File: src/rtl/router_pkt_scheduler.sv
// Round-robin packet scheduler in front of the router's 1x3 input port.
// Arbitrates N_REQ requesters, emits a header word, streams the granted
// source's payload (padding with zeros on source underrun), then emits the
// parity word. Router busy stalls all non-idle progress.
//
// Ports:
//   clock, reset          rising-edge clock, synchronous active-high reset
//   req[N_REQ]            request level per requester, held until done/rej
//   dest[2*N_REQ]         destination per requester, slice i = [2i+1:2i]
//   len[LEN_W*N_REQ]      payload length per requester (words)
//   src_data, src_valid   payload word from the granted requester
//   src_rd                payload word consumed this cycle (combinational)
//   gnt[N_REQ]            registered one-hot grant
//   done[N_REQ]           one-cycle pulse, packet fully sent
//   rej[N_REQ]            one-cycle pulse, request rejected (dest 3 or len 0)
//   underrun              pulses with done when any zero pad was inserted
//   data_in, pkt_valid    to router
//   busy                  from router
module router_pkt_scheduler #(
    parameter int unsigned N_REQ  = 3,
    parameter int unsigned DATA_W = 8,
    parameter int unsigned LEN_W  = DATA_W - 2
) (
    input  logic                   clock,
    input  logic                   reset,
    input  logic [N_REQ-1:0]       req,
    input  logic [2*N_REQ-1:0]     dest,
    input  logic [LEN_W*N_REQ-1:0] len,
    input  logic [DATA_W-1:0]      src_data,
    input  logic                   src_valid,
    output logic                   src_rd,
    output logic [N_REQ-1:0]       gnt,
    output logic [N_REQ-1:0]       done,
    output logic [N_REQ-1:0]       rej,
    output logic                   underrun,
    output logic [DATA_W-1:0]      data_in,
    output logic                   pkt_valid,
    input  logic                   busy
);

    localparam int unsigned IDX_W  = (N_REQ > 1) ? $clog2(N_REQ) : 1;
    localparam int unsigned HLEN_W = DATA_W - 2;

    typedef enum logic [1:0] {
        S_IDLE    = 2'd0,
        S_HEADER  = 2'd1,
        S_PAYLOAD = 2'd2,
        S_PARITY  = 2'd3
    } state_t;

    // Registered state
    state_t             state_q, state_d;
    logic [IDX_W-1:0]   rr_ptr_q, rr_ptr_d;
    logic [IDX_W-1:0]   gidx_q, gidx_d;
    logic [LEN_W-1:0]   cnt_q, cnt_d;
    logic [DATA_W-1:0]  parity_q, parity_d;
    logic               pad_q, pad_d;
    logic [N_REQ-1:0]   gnt_q, gnt_d;
    logic [N_REQ-1:0]   done_q, done_d;
    logic [N_REQ-1:0]   rej_q, rej_d;
    logic               underrun_q, underrun_d;
    logic [DATA_W-1:0]  data_in_q, data_in_d;
    logic               pkt_valid_q, pkt_valid_d;

    // Per-requester views of the flattened request buses
    logic [1:0]         dest_a [N_REQ];
    logic [LEN_W-1:0]   len_a  [N_REQ];

    // Arbitration result
    logic               pick_vld;
    logic [IDX_W-1:0]   pick_idx;
    logic [IDX_W-1:0]   scan_idx;
    logic [1:0]         pick_dest;
    logic [LEN_W-1:0]   pick_len;
    logic               pick_bad;
    logic [DATA_W-1:0]  header_c;

    logic               adv_c;
    logic [DATA_W-1:0]  word_c;

    // Index base+step wrapped into 0..N_REQ-1 (both operands already in range)
    function automatic logic [IDX_W-1:0] rr_slot(input logic [IDX_W-1:0] base,
                                                 input int unsigned      step);
        int unsigned sum;
        sum = 32'(base) + step;
        if (sum >= N_REQ) begin
            sum = sum - N_REQ;
        end
        return IDX_W'(sum);
    endfunction

    // Unpack flattened request fields
    always_comb begin
        for (int i = 0; i < N_REQ; i++) begin
            dest_a[i] = dest[2*i +: 2];
            len_a[i]  = len[LEN_W*i +: LEN_W];
        end
    end

    // Round-robin pick: first active requester at or after rr_ptr, with wrap
    always_comb begin
        pick_vld = 1'b0;
        pick_idx = '0;
        scan_idx = '0;
        for (int unsigned k = 0; k < N_REQ; k++) begin
            scan_idx = rr_slot(rr_ptr_q, k);
            if (!pick_vld && req[scan_idx]) begin
                pick_vld = 1'b1;
                pick_idx = scan_idx;
            end
        end
    end

    assign pick_dest = dest_a[pick_idx];
    assign pick_len  = len_a[pick_idx];
    assign pick_bad  = (pick_dest == 2'd3) || (pick_len == '0);
    assign header_c  = {pick_len[HLEN_W-1:0], pick_dest};
    assign adv_c     = !busy;

    // Next-state and output logic
    always_comb begin
        state_d     = state_q;
        rr_ptr_d    = rr_ptr_q;
        gidx_d      = gidx_q;
        cnt_d       = cnt_q;
        parity_d    = parity_q;
        pad_d       = pad_q;
        gnt_d       = gnt_q;
        done_d      = '0;
        rej_d       = '0;
        underrun_d  = 1'b0;
        data_in_d   = data_in_q;
        pkt_valid_d = pkt_valid_q;
        src_rd      = 1'b0;
        word_c      = '0;

        unique case (state_q)
            S_IDLE: begin
                // Arbitration ignores busy; the header is presented and then held
                if (pick_vld) begin
                    if (pick_bad) begin
                        rej_d    = N_REQ'(1) << pick_idx;
                        rr_ptr_d = rr_slot(pick_idx, 1);
                    end else begin
                        gidx_d      = pick_idx;
                        gnt_d       = N_REQ'(1) << pick_idx;
                        cnt_d       = pick_len;
                        data_in_d   = header_c;
                        parity_d    = header_c;
                        pad_d       = 1'b0;
                        pkt_valid_d = 1'b1;
                        state_d     = S_HEADER;
                    end
                end
            end

            S_HEADER, S_PAYLOAD: begin
                if (adv_c) begin
                    if (cnt_q != '0) begin
                        // Missing source data is replaced by a zero pad word
                        src_rd    = src_valid;
                        word_c    = src_valid ? src_data : '0;
                        data_in_d = word_c;
                        parity_d  = parity_q ^ word_c;
                        cnt_d     = cnt_q - LEN_W'(1);
                        if (!src_valid) begin
                            pad_d = 1'b1;
                        end
                        state_d = S_PAYLOAD;
                    end else begin
                        data_in_d   = parity_q;
                        pkt_valid_d = 1'b0;
                        state_d     = S_PARITY;
                    end
                end
            end

            S_PARITY: begin
                if (adv_c) begin
                    data_in_d  = '0;
                    gnt_d      = '0;
                    done_d     = N_REQ'(1) << gidx_q;
                    underrun_d = pad_q;
                    pad_d      = 1'b0;
                    rr_ptr_d   = rr_slot(gidx_q, 1);
                    state_d    = S_IDLE;
                end
            end

            default: begin
                state_d = S_IDLE;
            end
        endcase
    end

    // State register; reset abandons any packet in flight
    always_ff @(posedge clock) begin
        if (reset) begin
            state_q     <= S_IDLE;
            rr_ptr_q    <= '0;
            gidx_q      <= '0;
            cnt_q       <= '0;
            parity_q    <= '0;
            pad_q       <= 1'b0;
            gnt_q       <= '0;
            done_q      <= '0;
            rej_q       <= '0;
            underrun_q  <= 1'b0;
            data_in_q   <= '0;
            pkt_valid_q <= 1'b0;
        end else begin
            state_q     <= state_d;
            rr_ptr_q    <= rr_ptr_d;
            gidx_q      <= gidx_d;
            cnt_q       <= cnt_d;
            parity_q    <= parity_d;
            pad_q       <= pad_d;
            gnt_q       <= gnt_d;
            done_q      <= done_d;
            rej_q       <= rej_d;
            underrun_q  <= underrun_d;
            data_in_q   <= data_in_d;
            pkt_valid_q <= pkt_valid_d;
        end
    end

    assign gnt       = gnt_q;
    assign done      = done_q;
    assign rej       = rej_q;
    assign underrun  = underrun_q;
    assign data_in   = data_in_q;
    assign pkt_valid = pkt_valid_q;

endmodule

File: config.mk
export PLATFORM = sky130hd
export DESIGN_NAME = router_pkt_scheduler
export DESIGN_NICKNAME = d
export VERILOG_FILES = /design/src/rtl/router_pkt_scheduler.sv
export SDC_FILE = /design/constraint.sdc
export NUM_CORES = 1
export LEC_CHECK = 0
export CORE_MARGIN = 4
export CORE_UTILIZATION = 40
export DETAILED_ROUTE_END_ITERATION = 7
export GPL_TIMING_DRIVEN = 0
export SYNTH_ARGS = -nofsm -noshare
export SYNTH_HDL_FRONTEND = slang
export SYNTH_SLANG_ARGS = --single-unit
File: constraint.sdc
create_clock -name clock -period 3.3 [get_ports clock]
set_input_delay 0.66 -clock clock [delete_from_list [all_inputs] [get_ports clock]]
set_output_delay 0.66 -clock clock [all_outputs]
set_load 0.005 [all_outputs]
==> metrics.md <==
| Metric | Value |
|---|---|
| Status | complete, no violations |
| Syn Nets | 419 |
| Most common cell after layout, fill and taps aside | clkdlybuf4s50_1 |
| Skew final | between 0.006 and 0.007 ns |
| GRT overflow | 0 |
| First-pass GRT wire length | between 15 and 20 mm |
| Final GP Congestion | approximately 0.85 |
| Total track usage | 21.7% |
| Worst Path Buf+Inv | 8 |
| Crit share post-route | 97.2% |
| Htree depth | 2 |
| Yosys warning count | 0 |
| DRT antenna net count | 0 |
| Clock sinks | 40 |
| Final setup vio count | 0 |
| Asr flop ratio synth | 0% |
| Area Growth Syn to Fin | 38.9% |
| Finished Layout Cells | 554 |
| Final-stage net count | between 500 and 600 |
| Commonest cells after routing, fill and taps aside | 53 x clkdlybuf4s50_1, 38 x dfxtp_1, 37 x nand2_1 |
| Arr. time, crit path | roughly 3.4 ns |
| DR DRC count | 0 |
| Most common cell on crit path | buf_6 |
| Tightest Hold Check Type | flop to flop |
| Crit. path cell count | 16 |
| Design Power | between 4 and 5 mW |
| Dpl ws | -0.654 ns |
| Wire per inst | between 15 and 20 um |
| Vias in the first global route | approximately 3000 |
| Root buffer cell | clkbuf_8 |
| I/O pin count | 59 |
| Drt pass-1 iters | 5 |
| Fill count | 671 |
| Cell taking the most area after synthesis | dfxtp_1 |
| RSZ-0062 raised after global routing | yes |
| Cts bufs inserted | 5 |
| Power density cells | just over 1000 nW/um^2 |
| Initial DRC count | about 260 |
| TritonCTS clock tree | yes |
| Syn_area_per_cell | roughly 7.9 um^2 |
| Design area | a little over 4000 um^2 |
| DR vias | between 3000 and 4000 |
| Crit path max fanout | 10 |
| Gate Count Post-Synth | between 300 and 400 |
| Main flop type after synthesis | dfxtp_1 |
| Post-synthesis sequential area ratio | 27.4% |
| Placed cell area | 3610 um^2 |
| Core area | 6940 um^2 |
| Hold-critical path depth | 1 |
| FF+latch count, synth | 40 |
| Initial Util | 42.2% |
| Slowest cell on crit path | dfxtp_4 |
| Final worst slack | just over 0.09 ns |
| Area contributors post-synth | dfxtp_1 27%, nor2_1 5.1%, nand2_1 4.7% |
| CP peak stage delay | around 0.38 ns |
| Crit-path cells | inv_2, ha_1, buf_6, mux2_4, a211oi_4, o31ai_4, buf_12, buf_4, clkbuf_4, a2111oi_4, buf_6, a211oi_4, buf_4, buf_6, a41oi_1, o311ai_1 |
| Mapped Area | slightly below 3000 um^2 |
| Maximum clock frequency | around 0.31 GHz |
| Worst endpoint required time | 3.47 ns |
| Pleak | about 1.5 nW |
| Final Max Slew Viols | 0 |
| Final Critical Period | between 3 and 4 ns |
| Initial antenna violation count | 0 |
| Clk_lat worst skew | approximately 0.30 ns |
| Reg2reg path depth | 16 |
| CP top delay family | buffers and inverters |
| EDFF count, synth | 0 |
| Final hold viol count | 0 |
| Crit. End Element | flop |
| FF-to-FF Start | rr_ptr_q[1] |
| Share of layout cells above drive strength 1 | ~19% |
| Yosys top cell area share | about 27% |
| # Max-Cap Violations | 0 |
| Hold Crit Endpoint | done[0] |
| WL final | 9.60 mm |
| Flop2flop setup slack | 0.09 ns |
| Largest net degree at the start of global routing | 13 |
| DP Wirelength | about 7 mm |
| DR vias/cell | roughly 5.8 |
| Clock tree buffer depth | 2 |
| Count of cell types in the netlist | 67 |
| Worst vdd ir | roughly 0.48 mV |
| Hold_ws | around 0.49 ns |
| Buffers added on ports | between 50 and 60 |
| ANT cells | 0 |
| Hold Path Origin | gidx_q[0] |
| Die X-Extent | roughly 94 um |
| Worst-margin pin slew | roughly 0.90 ns |
| Row count | 30 |
| Critical R2R Capture | parity_q[2] |
| Die Footprint | 8750 um^2 |
| Setup CP Type | flop to flop |
| CP Launch Type | flop |
| Clk slew on worst S/H paths | 0.08 ns |
| Die height | 93.6 um |
| Slew HR | between 30% and 40% |
| Placed Cells | 522 |
-- area by class of cell --
type / instances / area, um^2 / share of cell area, %
multi-input cells: 286 / 2080 / 51.1
flip-flops and latches: 40 / 806 / 19.8
repair buffers: 80 / 754 / 18.6
plain buffers: 23 / 133 / 3.26
well taps: 96 / 120 / 2.95
inverters: 21 / 86.3 / 2.12
clock buffers: 5 / 68.8 / 1.69
clock inverters: 2 / 12.5 / 0.308
repair inverters: 1 / 6.26 / 0.154
-- logic make-up (layout without fill, tap and decap cells) --
group / after synthesis / count (layout) / share of synthesized area (%)
buffers and inverters: 44 / 132 / 6.75
AO/OA/AOI/OAI: 112 / 112 / 30.9
multiplexers: 13 / 13 / 5.09
flip-flops: 40 / 40 / 27.4
adder cells (fa/ha/maj): 10 / 10 / 4.27
AND/OR/NAND/NOR: 151 / 151 / 25.6
-- per-stage QoR --
stage	util [%]	setup TNS, ns
3_3_place_gp	52.0	-17.39
4_1_cts	54.6	-0.00652
5_1_grt	58.6	-0.216
6_report	58.6	0
3_5_place_dp	52.0	-18.07
2_1_floorplan	-	0
-- Yosys cell counts (3+ instances only) --
library cell  count
dfxtp_1          40
nor2_1           40
nand2_1          37
a21oi_1          26
inv_1            19
nand3_1          18
clkbuf_1         16
nor3_1           16
o21ai_0          14
a211oi_1         12
ha_1             10
mux2i_1          10
a22oi_1           5
a41oi_1           5
nor2b_1           5
nor4_1            5
a31oi_2           4
and2_1            4
and3_1            4
o21ai_1           4
o311ai_1          4
a21o_1            3
a311oi_1          3
buf_2             3
buf_6             3
o211a_1           3
o211ai_1          3
or2_2             3
-- per-layer routing --
| metal | GRT usage, % | vias to the layer above | share of wire (%) |
|---|---|---|---|
| met4 | 4.93 | 0 | 1.4 |
| met3 | 2.90 | 13 | 5.5 |
| li1 | - | 1541 | - |
| met5 | 0 | - | 0 |
| met2 | 34.5 | 102 | 46 |
| met1 | 31.2 | 1534 | 47 |
-- sequential cells by signal (all words and copies together) (netlist names) --
name and count:
pkt_valid 1, data_in 8, gnt 3, rr_ptr_q 2, gidx_q 2, underrun 1
rej 3, done 3, pad_q 1, parity_q 8, state_q 2, cnt_q 6
-- what timing repair did --
| action | in CTS | in global routing |
|---|---|---|
| hold buffers | 0 | 0 |
| pin swaps | 4 | 20 |
| cloned | 1 | 2 |
| buffers inserted | 3 | 20 |
| endpoints found under the setup margin | 36 | 36 |
| gates resized for setup | 21 | 31 |
-- where the power goes --
group          internal, mW  total, mW  switching (mW)
logic                  1.33       3.12            1.79
registers             0.622      0.711          0.0889
clock network         0.143      0.325           0.182
total                  2.10       4.16            2.06
-- worst max path at each step --
| stage | end | slack [ns] | start |
|---|---|---|---|
| after floorplan | rr_ptr_q[0] | 0.29 | rr_ptr_q[0] |
| after global placement | parity_q[1] | -0.65 | req[1] |
| after detailed placement | parity_q[1] | -0.65 | req[1] |
| after CTS | parity_q[1] | -0.007 | rr_ptr_q[0] |
| after global routing | parity_q[3] | -0.05 | rr_ptr_q[0] |
| final | parity_q[2] | 0.09 | rr_ptr_q[1] |
-- worst reg2reg max path, stage by stage, from the launching register on --
cell	delay, ns
dfxtp_4	0.38
inv_2	0.04
ha_1	0.18
buf_6	0.13
mux2_4	0.32
a211oi_4	0.25
o31ai_4	0.09
buf_12	0.14
buf_4	0.13
clkbuf_4	0.18
a2111oi_4	0.31
buf_6	0.19
a211oi_4	0.11
buf_4	0.18
buf_6	0.12
a41oi_1	0.21
o311ai_1	0.11
Power figures use the tool's default switching activity.
